$ cat src/rtl/prirv32_pkg.sv
// Shared constants and the fetch-queue entry type for the priRV32 front end.
package prirv32_pkg;
  localparam int XLEN = 32;
  localparam int ILEN_BYTES = 4;
  localparam logic [XLEN-1:0] RESET_VECTOR_DEFAULT = 32'h0000_0000;

  typedef struct packed {
    logic [XLEN-1:0] pc;
    logic [XLEN-1:0] inst;
  } fetch_entry_t;
endpackage

$ cat src/rtl/prirv32_fifo.sv
// Synchronous FIFO with flush; flush wins over same-cycle push/pop.
module prirv32_fifo #(
  parameter int WIDTH = 64,
  parameter int DEPTH = 4
) (
  input  logic                     clk_in,
  input  logic                     rst,
  input  logic                     push,
  input  logic [WIDTH-1:0]         push_data,
  input  logic                     pop,
  input  logic                     flush,
  output logic [WIDTH-1:0]         head,
  output logic [$clog2(DEPTH):0]   count,
  output logic                     full,
  output logic                     empty
);
  localparam int AW = $clog2(DEPTH);
  localparam int CW = AW + 1;

  logic [WIDTH-1:0] mem [DEPTH];
  logic [AW-1:0]    wr_ptr, rd_ptr;
  logic             do_push, do_pop;

  assign full    = (count == CW'(DEPTH));
  assign empty   = (count == '0);
  assign do_pop  = pop && !empty;
  assign do_push = push && (!full || do_pop);
  assign head    = mem[rd_ptr];

  always_ff @(posedge clk_in) begin
    if (rst || flush) begin
      wr_ptr <= '0;
      rd_ptr <= '0;
      count  <= '0;
    end else begin
      if (do_push) begin
        mem[wr_ptr] <= push_data;
        wr_ptr      <= wr_ptr + AW'(1);
      end
      if (do_pop) rd_ptr <= rd_ptr + AW'(1);
      count <= count + CW'(do_push) - CW'(do_pop);
    end
  end
endmodule

$ cat src/rtl/prirv32_fetch_unit.sv
// priRV32 fetch front end: PC generation, credit-limited imem requests,
// in-order response queue and redirect handling with stale-response drop.
module prirv32_fetch_unit #(
  parameter int              XLEN         = 32,
  parameter logic [XLEN-1:0] RESET_VECTOR = XLEN'(prirv32_pkg::RESET_VECTOR_DEFAULT),
  parameter int              FQ_DEPTH     = 4
) (
  input  logic            clk_in,
  input  logic            rst,
  output logic            imem_req_valid,
  input  logic            imem_req_ready,
  output logic [XLEN-1:0] imem_req_addr,
  input  logic            imem_rsp_valid,
  input  logic [XLEN-1:0] imem_rsp_data,
  input  logic            redirect_valid,
  input  logic [XLEN-1:0] redirect_pc,
  output logic            inst_valid,
  input  logic            inst_ready,
  output logic [XLEN-1:0] inst_data,
  output logic [XLEN-1:0] inst_pc
);
  import prirv32_pkg::*;

  localparam int              CW      = $clog2(FQ_DEPTH) + 1;
  localparam logic [CW:0]     CREDITS = (CW+1)'(FQ_DEPTH);
  localparam logic [XLEN-1:0] STEP    = XLEN'(ILEN_BYTES);

  typedef struct packed {
    logic [XLEN-1:0] pc;
    logic [XLEN-1:0] inst;
  } entry_t;

  logic [XLEN-1:0] fetch_pc, rsp_pc, redirect_tgt;
  logic [CW-1:0]   inflight, drop, count;
  logic [CW:0]     credit_used;
  logic            req_fire, push, pop, full, empty;
  entry_t          push_entry, head;

  assign redirect_tgt   = redirect_pc & ~XLEN'(3);
  assign credit_used    = {1'b0, inflight} + {1'b0, count};
  assign imem_req_valid = !rst && !redirect_valid && (credit_used < CREDITS);
  assign imem_req_addr  = fetch_pc;
  assign req_fire       = imem_req_valid && imem_req_ready;

  // Responses owed to pre-redirect requests are swallowed while drop is non-zero.
  assign push       = imem_rsp_valid && (drop == '0) && !redirect_valid && !full;
  assign push_entry = '{pc: rsp_pc, inst: imem_rsp_data};

  assign inst_valid = !rst && !empty;
  assign inst_data  = inst_valid ? head.inst : '0;
  assign inst_pc    = inst_valid ? head.pc   : '0;
  assign pop        = inst_valid && inst_ready && !redirect_valid;

  always_ff @(posedge clk_in) begin
    if (rst) begin
      fetch_pc <= RESET_VECTOR;
      rsp_pc   <= RESET_VECTOR;
      inflight <= '0;
      drop     <= '0;
    end else begin
      inflight <= inflight + CW'(req_fire) - CW'(imem_rsp_valid);
      if (redirect_valid) begin
        fetch_pc <= redirect_tgt;
        rsp_pc   <= redirect_tgt;
        // Every request still outstanding after this cycle is stale.
        drop     <= inflight - CW'(imem_rsp_valid);
      end else begin
        if (req_fire) fetch_pc <= fetch_pc + STEP;
        if (imem_rsp_valid) begin
          if (drop != '0) drop   <= drop - CW'(1);
          else            rsp_pc <= rsp_pc + STEP;
        end
      end
    end
  end

  prirv32_fifo #(
    .WIDTH ($bits(entry_t)),
    .DEPTH (FQ_DEPTH)
  ) u_fq (
    .clk_in    (clk_in),
    .rst       (rst),
    .push      (push),
    .push_data (push_entry),
    .pop       (pop),
    .flush     (redirect_valid),
    .head      (head),
    .count     (count),
    .full      (full),
    .empty     (empty)
  );
endmodule
$ cat config.mk
export PLATFORM = sky130hd
export DESIGN_NAME = prirv32_fetch_unit
export DESIGN_NICKNAME = d
export VERILOG_FILES = /design/src/rtl/prirv32_pkg.sv /design/src/rtl/prirv32_fifo.sv /design/src/rtl/prirv32_fetch_unit.sv
export SDC_FILE = /design/constraint.sdc
export NUM_CORES = 1
export LEC_CHECK = 0
export CAP_MARGIN = 5
export CELL_PAD_IN_SITES_DETAIL_PLACEMENT = 0
export CELL_PAD_IN_SITES_GLOBAL_PLACEMENT = 1
export CORE_UTILIZATION = 46
export DETAILED_ROUTE_END_ITERATION = 16
export GPL_TIMING_DRIVEN = 0
export PLACE_DENSITY_LB_ADDON = 0.2
export SLEW_MARGIN = 20
export SYNTH_ARGS = -nofsm -noshare
export SYNTH_HDL_FRONTEND = slang
export SYNTH_SLANG_ARGS = --single-unit
$ cat constraint.sdc
create_clock -name clk_in -period 4.4 [get_ports clk_in]
set_input_delay 1.1 -clock clk_in [delete_from_list [all_inputs] [get_ports clk_in]]
set_output_delay 1.1 -clock clk_in [all_outputs]
set_load 0.01 [all_outputs]
[Word-level counts from Yosys, hierarchy flattened]
Memories as Yosys holds them, arrays and structs flattened. A register that Yosys moved wholly into a read port is not among the register bits.
Index checks and enable logic that the tools add are counted.
Word-level totals
  register bits: 77
  output and inout port bits: 98
  memories kept: 1
  memory bits (writable): 256
  logic and storage cells: 67
  input bits: 70
Operators by class
  magnitude comparators: 1
  multiplexer cells: 15
  reduce and logical (&&, ||, !) cells: 27
  $add $sub $neg: 11
  bitwise logic cells: 1
  equality and inequality tests: 2
Memory list
  u_fq.mem: depth 4, width 64, read ports 1, clocked after memory_dff 1, write ports 1, line prirv32_fifo.sv:20  | logic [WIDTH-1:0] mem [DEPTH];
Operator list (count)
  2-to-1 mux 32 bit: 7
  adder 32 x 3 -> 32 bit, second input constant: 2
  logical AND 1 bit: 11
  2-to-1 mux 3 bit: 3
  subtractor 3 x 1 -> 3 bit: 3
  adder 3 x 1 -> 3 bit: 2
  zero test 3 bit: 2
  AND reduction 2 bit: 3
  nonzero test 2 bit: 3
  adder 2 x 1 -> 2 bit, second input constant: 2
  adder 3 x 3 -> 4 bit: 1
  zero test 1 bit: 4
  less-than comparator 4 x 3 -> 1 bit, second input constant: 1
  2-to-1 mux 2 bit: 2
  == test 3 bit, second input constant: 1
  2-to-1 mux 1 bit: 3
  nonzero test 3 bit: 1
  subtractor 3 x 1 -> 3 bit, second input constant: 1
  logical OR 1 bit: 2
  inequality test 2 bit, second input constant: 1
  OR reduction 2 bit: 1
  NOT 1 bit: 1

[Longest topological paths before layout]
  depth in word-level cells: 11
  gate-level depth with buffers: 11
  depth with buffers taken out: 10

[Modules after synthesis]
A second synthesis with hierarchy kept.
Unflattened totals
  cell total of the unflattened synthesis: 910
  area total of the unflattened synthesis: 13954.6 um^2
Modules (own cells, without submodules)
  prirv32_fifo: times used 1, cells each 381, sequential area each 7867.5 um^2, area an instance 9785.6 um^2
  prirv32_fetch_unit: times used 1, cells each 529, sequential area each 1321.3 um^2, area an instance 4169.0 um^2

[Least setup slack after synthesis]
OpenSTA, ideal clock, no wires.
  path type: input to register
  from: input redirect_valid
  to: memory u_fq.mem[1][0] (enable)
  data required time: 3974 ps
  stages: 5
  buffers on the path: 1
  setup slack: 577 ps
  setup time: 426 ps
  arrival time: 3397 ps
  path through: clkbuf_1 > clkinv_1 > nand2_1 > a211oi_1 > and2_1
On the way
  cells in the longest elaborated chain, start to end: 8
  elaborated cells on any way between the ends: 11
  those cells by class: mux (3); reduce/logical (8)
Ends and longest elaborated chain
  start, declared: line prirv32_fetch_unit.sv:15  | input logic redirect_valid,
  zero test 1 bit: line prirv32_fetch_unit.sv:46, prirv32_fetch_unit.sv:52
  logical AND 1 bit: line prirv32_fetch_unit.sv:52  | assign pop = inst_valid && inst_ready && !redirect_valid;
  logical AND 1 bit: line prirv32_fifo.sv:26  | assign do_pop = pop && !empty;
  logical OR 1 bit: line prirv32_fifo.sv:27  | assign do_push = push && (!full || do_pop);
  logical AND 1 bit: line prirv32_fifo.sv:27
  2-to-1 mux 1 bit: line prirv32_fifo.sv:36  | if (do_push) begin
  2-to-1 mux 1 bit (*): line prirv32_fifo.sv:31  | if (rst || flush) begin
  2-to-1 mux 1 bit (implied by the code) (*): line prirv32_fifo.sv:37  | mem[wr_ptr] <= push_data;
  end, declared: line prirv32_fifo.sv:20
Mark *: on every way between the ends. The rest lies on a longest branch, timed or not.

[Worst setup path after layout]
  from: input redirect_valid
  to: output imem_req_valid
On the way
  cells in the longest elaborated chain, start to end: 3
Ends and longest elaborated chain
  zero test 1 bit: line prirv32_fetch_unit.sv:41  | assign imem_req_valid = !rst && !redirect_valid && (credit_used < CREDITS);
  logical AND 1 bit (2 in series): line prirv32_fetch_unit.sv:41
  end, declared: line prirv32_fetch_unit.sv:10  | output logic imem_req_valid,
No other way between the ends.

==> flow_metrics.py <==
metrics = {
    "layout": {
        "stdcell_count": 1547,
        "final_util": 0.580,
        "final_nets": 1219,
        "antenna_cells": 0,
        "drive_gt1_frac": 0.141,
        "area_growth_pct": 24.3,
        "fill_cells": 2363,
    },
    "worst_setup_path": {
        "critPathRequiredTime_ns": 3.30,
        "path_buf_inv": 4,
        "crit_slowest_cell": "clkdlybuf4s50_1",
        "max_stage_delay_ns": 0.60,
        "worst_setup_path_end_kind": "output port",
        "crit_type": "primary input to output port",
        "worstSetupStartpointType": "primary input",
        "critical_path.most_common_cell": "clkdlybuf4s50_1",
        "crit_family": "buffers and inverters",
        "crit_fanout": 10,
        "path_cells": "clkdlybuf4s50_1, clkbuf_2, clkinv_2, nand2_1, nor3b_1, clkdlybuf4s50_1",
        "crit_arrival_ns": 3.20,
    },
    "grt": {
        "grt_pass1_vias": 8692,
        "grt_usage": 0.211,
        "globalRouteOverflowTotal": 0,
        "grt_pass1_wl_um": 49500,
        "antenna_found_initial": 1,
        "grt_max_degree": 42,
    },
    "detailed_routing": {
        "dr.pass1.iters": 5,
        "wirelength_um": 32000,
        "num_vias": 8749,
        "routedWlPerCell_um": 20.7,
        "viasPerCell": 5.66,
        "ant_nets": 0,
        "drtIter0Drc": 635,
        "drc": 0,
    },
    "die": {
        "die-area_mm2": 0.0307,
        "io_pins": 168,
        "rows": 63,
        "core_area_mm2": 0.0296,
        "fp.dieH_um": 175,
        "start_util": 0.466,
        "dieWidth_um": 175,
    },
    "synthesis": {
        "synth-edff-count": 248,
        "synth_commonest_cells": "248 x edfxtp_1, 75 x dfxtp_1, 68 x and3_1",
        "yosysTopAreaCell": "edfxtp_1",
        "synthArstFlopShare": 0,
        "synth_cells": 928,
        "synth.distinct_cells": 67,
        "synth-main-ff-cell": "edfxtp_1",
        "ys_ff_latch": 323,
        "syn_area_mm2": 0.0138,
        "ys_seq_area_frac": 0.649,
        "avgSynthCellArea_um2": 14.9,
        "yosysMostFrequentCell": "edfxtp_1",
        "synth_area_leaders": "edfxtp_1 54%, dfxtp_1 11%, mux4_2 10%, and3_1 3.1%, ha_1 1.5%",
        "yosysWarnings": 0,
        "synth_top_area_frac": 0.540,
    },
    "power": {
        "power_frac_clock": 0.418,
        "pwr-share-seq": 0.510,
        "p_switching_mw": 1.50,
        "switching_share": 0.221,
        "vdd_drop_max_mv": 0.272,
        "powerDensity_mw_per_mm2": 395,
        "p_int_mw": 5.27,
        "total_power_mw": 6.77,
        "p_leak_nw": 5.71,
        "pwr-share-comb": 0.072,
    },
    "clock_network": {
        "cts_sinks": 323,
        "cts_buffers": 34,
        "path_clk_slew_ns": 0.06,
        "htreeDepth": 2,
        "insertion_delay_ns": 0.51,
        "cts-root-buf": "clkbuf_16",
        "clockBufferDepth": 3,
        "cts_tree": "done",
    },
    "outcome": {
        "status": "finished clean",
    },
    "flow_run": {
        "cap_violations": 0,
    },
    "timing": {
        "max_clock_freq_ghz": 0.232,
        "rsz0062_at_grt": "no",
        "setup_viol": 0,
        "finalHoldViolCount": 0,
        "drv_slew": 0,
        "slew_headroom": 0.490,
        "fin_worst_skew_ns": 0.0119,
        "tightest_slew_ns": 0.765,
        "fin_crit_sh": 0.978,
        "fin_crit_ns": 4.30,
    },
    "place": {
        "post-dp-hpwl_um": 21400,
        "io_buffer_count": 161,
        "numPlacedInstances": 1486,
        "gp_congestion": 0.837,
    },
    "worst_hold_path": {
        "hp-class": "flip-flop to flip-flop",
    },
}
-- kinds of logic after synthesis --
group	Yosys count	synth area share
AO/OA/AOI/OAI	137	0.0739
other	1	0.000272
buffers and inverters	89	0.0276
multiplexers	64	0.103
adder cells (fa/ha/maj)	18	0.0174
flip-flops	323	0.649
XOR/XNOR	24	0.0153
AND/OR/NAND/NOR	272	0.113
-- cell type report --
class	instances	area [um2]	area share
multi-input combinational	519	4470	0.261
clock buffer	41	908	0.0530
clock inverter	21	206	0.0121
sequential	323	8950	0.522
tap	390	488	0.0285
inverter	24	91.3	0.00533
buffer	64	307	0.0179
timing repair buffer	165	1710	0.0996
-- path summary, 6_finish.rpt --
check	startpoint	to	slack (ns)	cells after the start
min	rsp_pc[23]	u_fq.mem[3][55]	0.54	0
max	redirect_valid	imem_req_valid	0.1	6
min reg2reg	rsp_pc[23]	u_fq.mem[3][55]	0.54	0
max reg2reg	u_fq.count[1]	inflight[2]	1.47	11
-- per-layer routing --
metal	vias to the layer above	wire [um]	share of wire	global-route usage
met5	-	0	0	0
met2	306	14900	0.47	0.337
met4	0	773	0.024	0.0717
met3	50	1890	0.059	0.0381
li1	4104	-	-	-
met1	4289	14500	0.45	0.292
-- registers in the layout, summed over array words and instances (netlist names), named ones only --
| signal | cells |
|---|---|
| u_fq.wr_ptr | 2 |
| rsp_pc | 30 |
| u_fq.rd_ptr | 2 |
| imem_req_addr | 30 |
| inflight | 3 |
| drop | 3 |
| u_fq.count | 3 |
| u_fq.mem | 248 |
-- placed cells by master, fill, tap and decap left out, types with 9 or more instances in the layout --
cell type          n
dfxtp_1           75
o21a_1            18
edfxtp_1         248
clkinv_2          10
xnor2_1           17
o21ai_0           19
nor4_1            21
o31a_1            13
and2_1             9
mux4_2            62
a21oi_1           11
nor3_1            13
nand2_1           33
inv_1             22
nand4_1           20
clkdlybuf4s50_1  161
a211oi_1          22
nor2_1            37
clkbuf_1          42
nand3_1           24
or3_1              9
ha_1              16
a21boi_0          11
and3_1            68
clkbuf_16         35
-- through the flow --
| step | hold WS (ns) | area (um2) | setup slack, ns | TNS (ns) |
|---|---|---|---|---|
| 2_1_floorplan | 0.483 | 13800 | 0.577 | 0 |
| 3_3_place_gp | 0.523 | 15900 | -1.57 | -407.66 |
| 3_5_place_dp | 0.530 | 16000 | -0.552 | -24.59 |
| 4_1_cts | 0.539 | 17100 | 0.0216 | 0 |
| 5_1_grt | 0.564 | 17100 | 0.0361 | 0 |
| 6_report | 0.537 | 17100 | 0.0966 | 0 |
-- power by group through the flow --
stage          Combinational, mW  Clock, mW  Sequential, mW
6_report                   0.490       2.83            3.46
5_1_grt                    0.537       2.99            3.47
4_1_cts                    0.492       2.88            3.45
3_5_place_dp               0.487          0            3.52
3_3_place_gp               0.480          0            3.52
2_1_floorplan              0.265          0            3.50
-- repair_timing --
item                       in CTS  in global routing
gates resized for setup        10                  6
setup endpoints to repair      64                 40
buffers inserted                0                  0
hold buffers                    0                  0
Note: power is estimated with default switching activity, not from simulation.
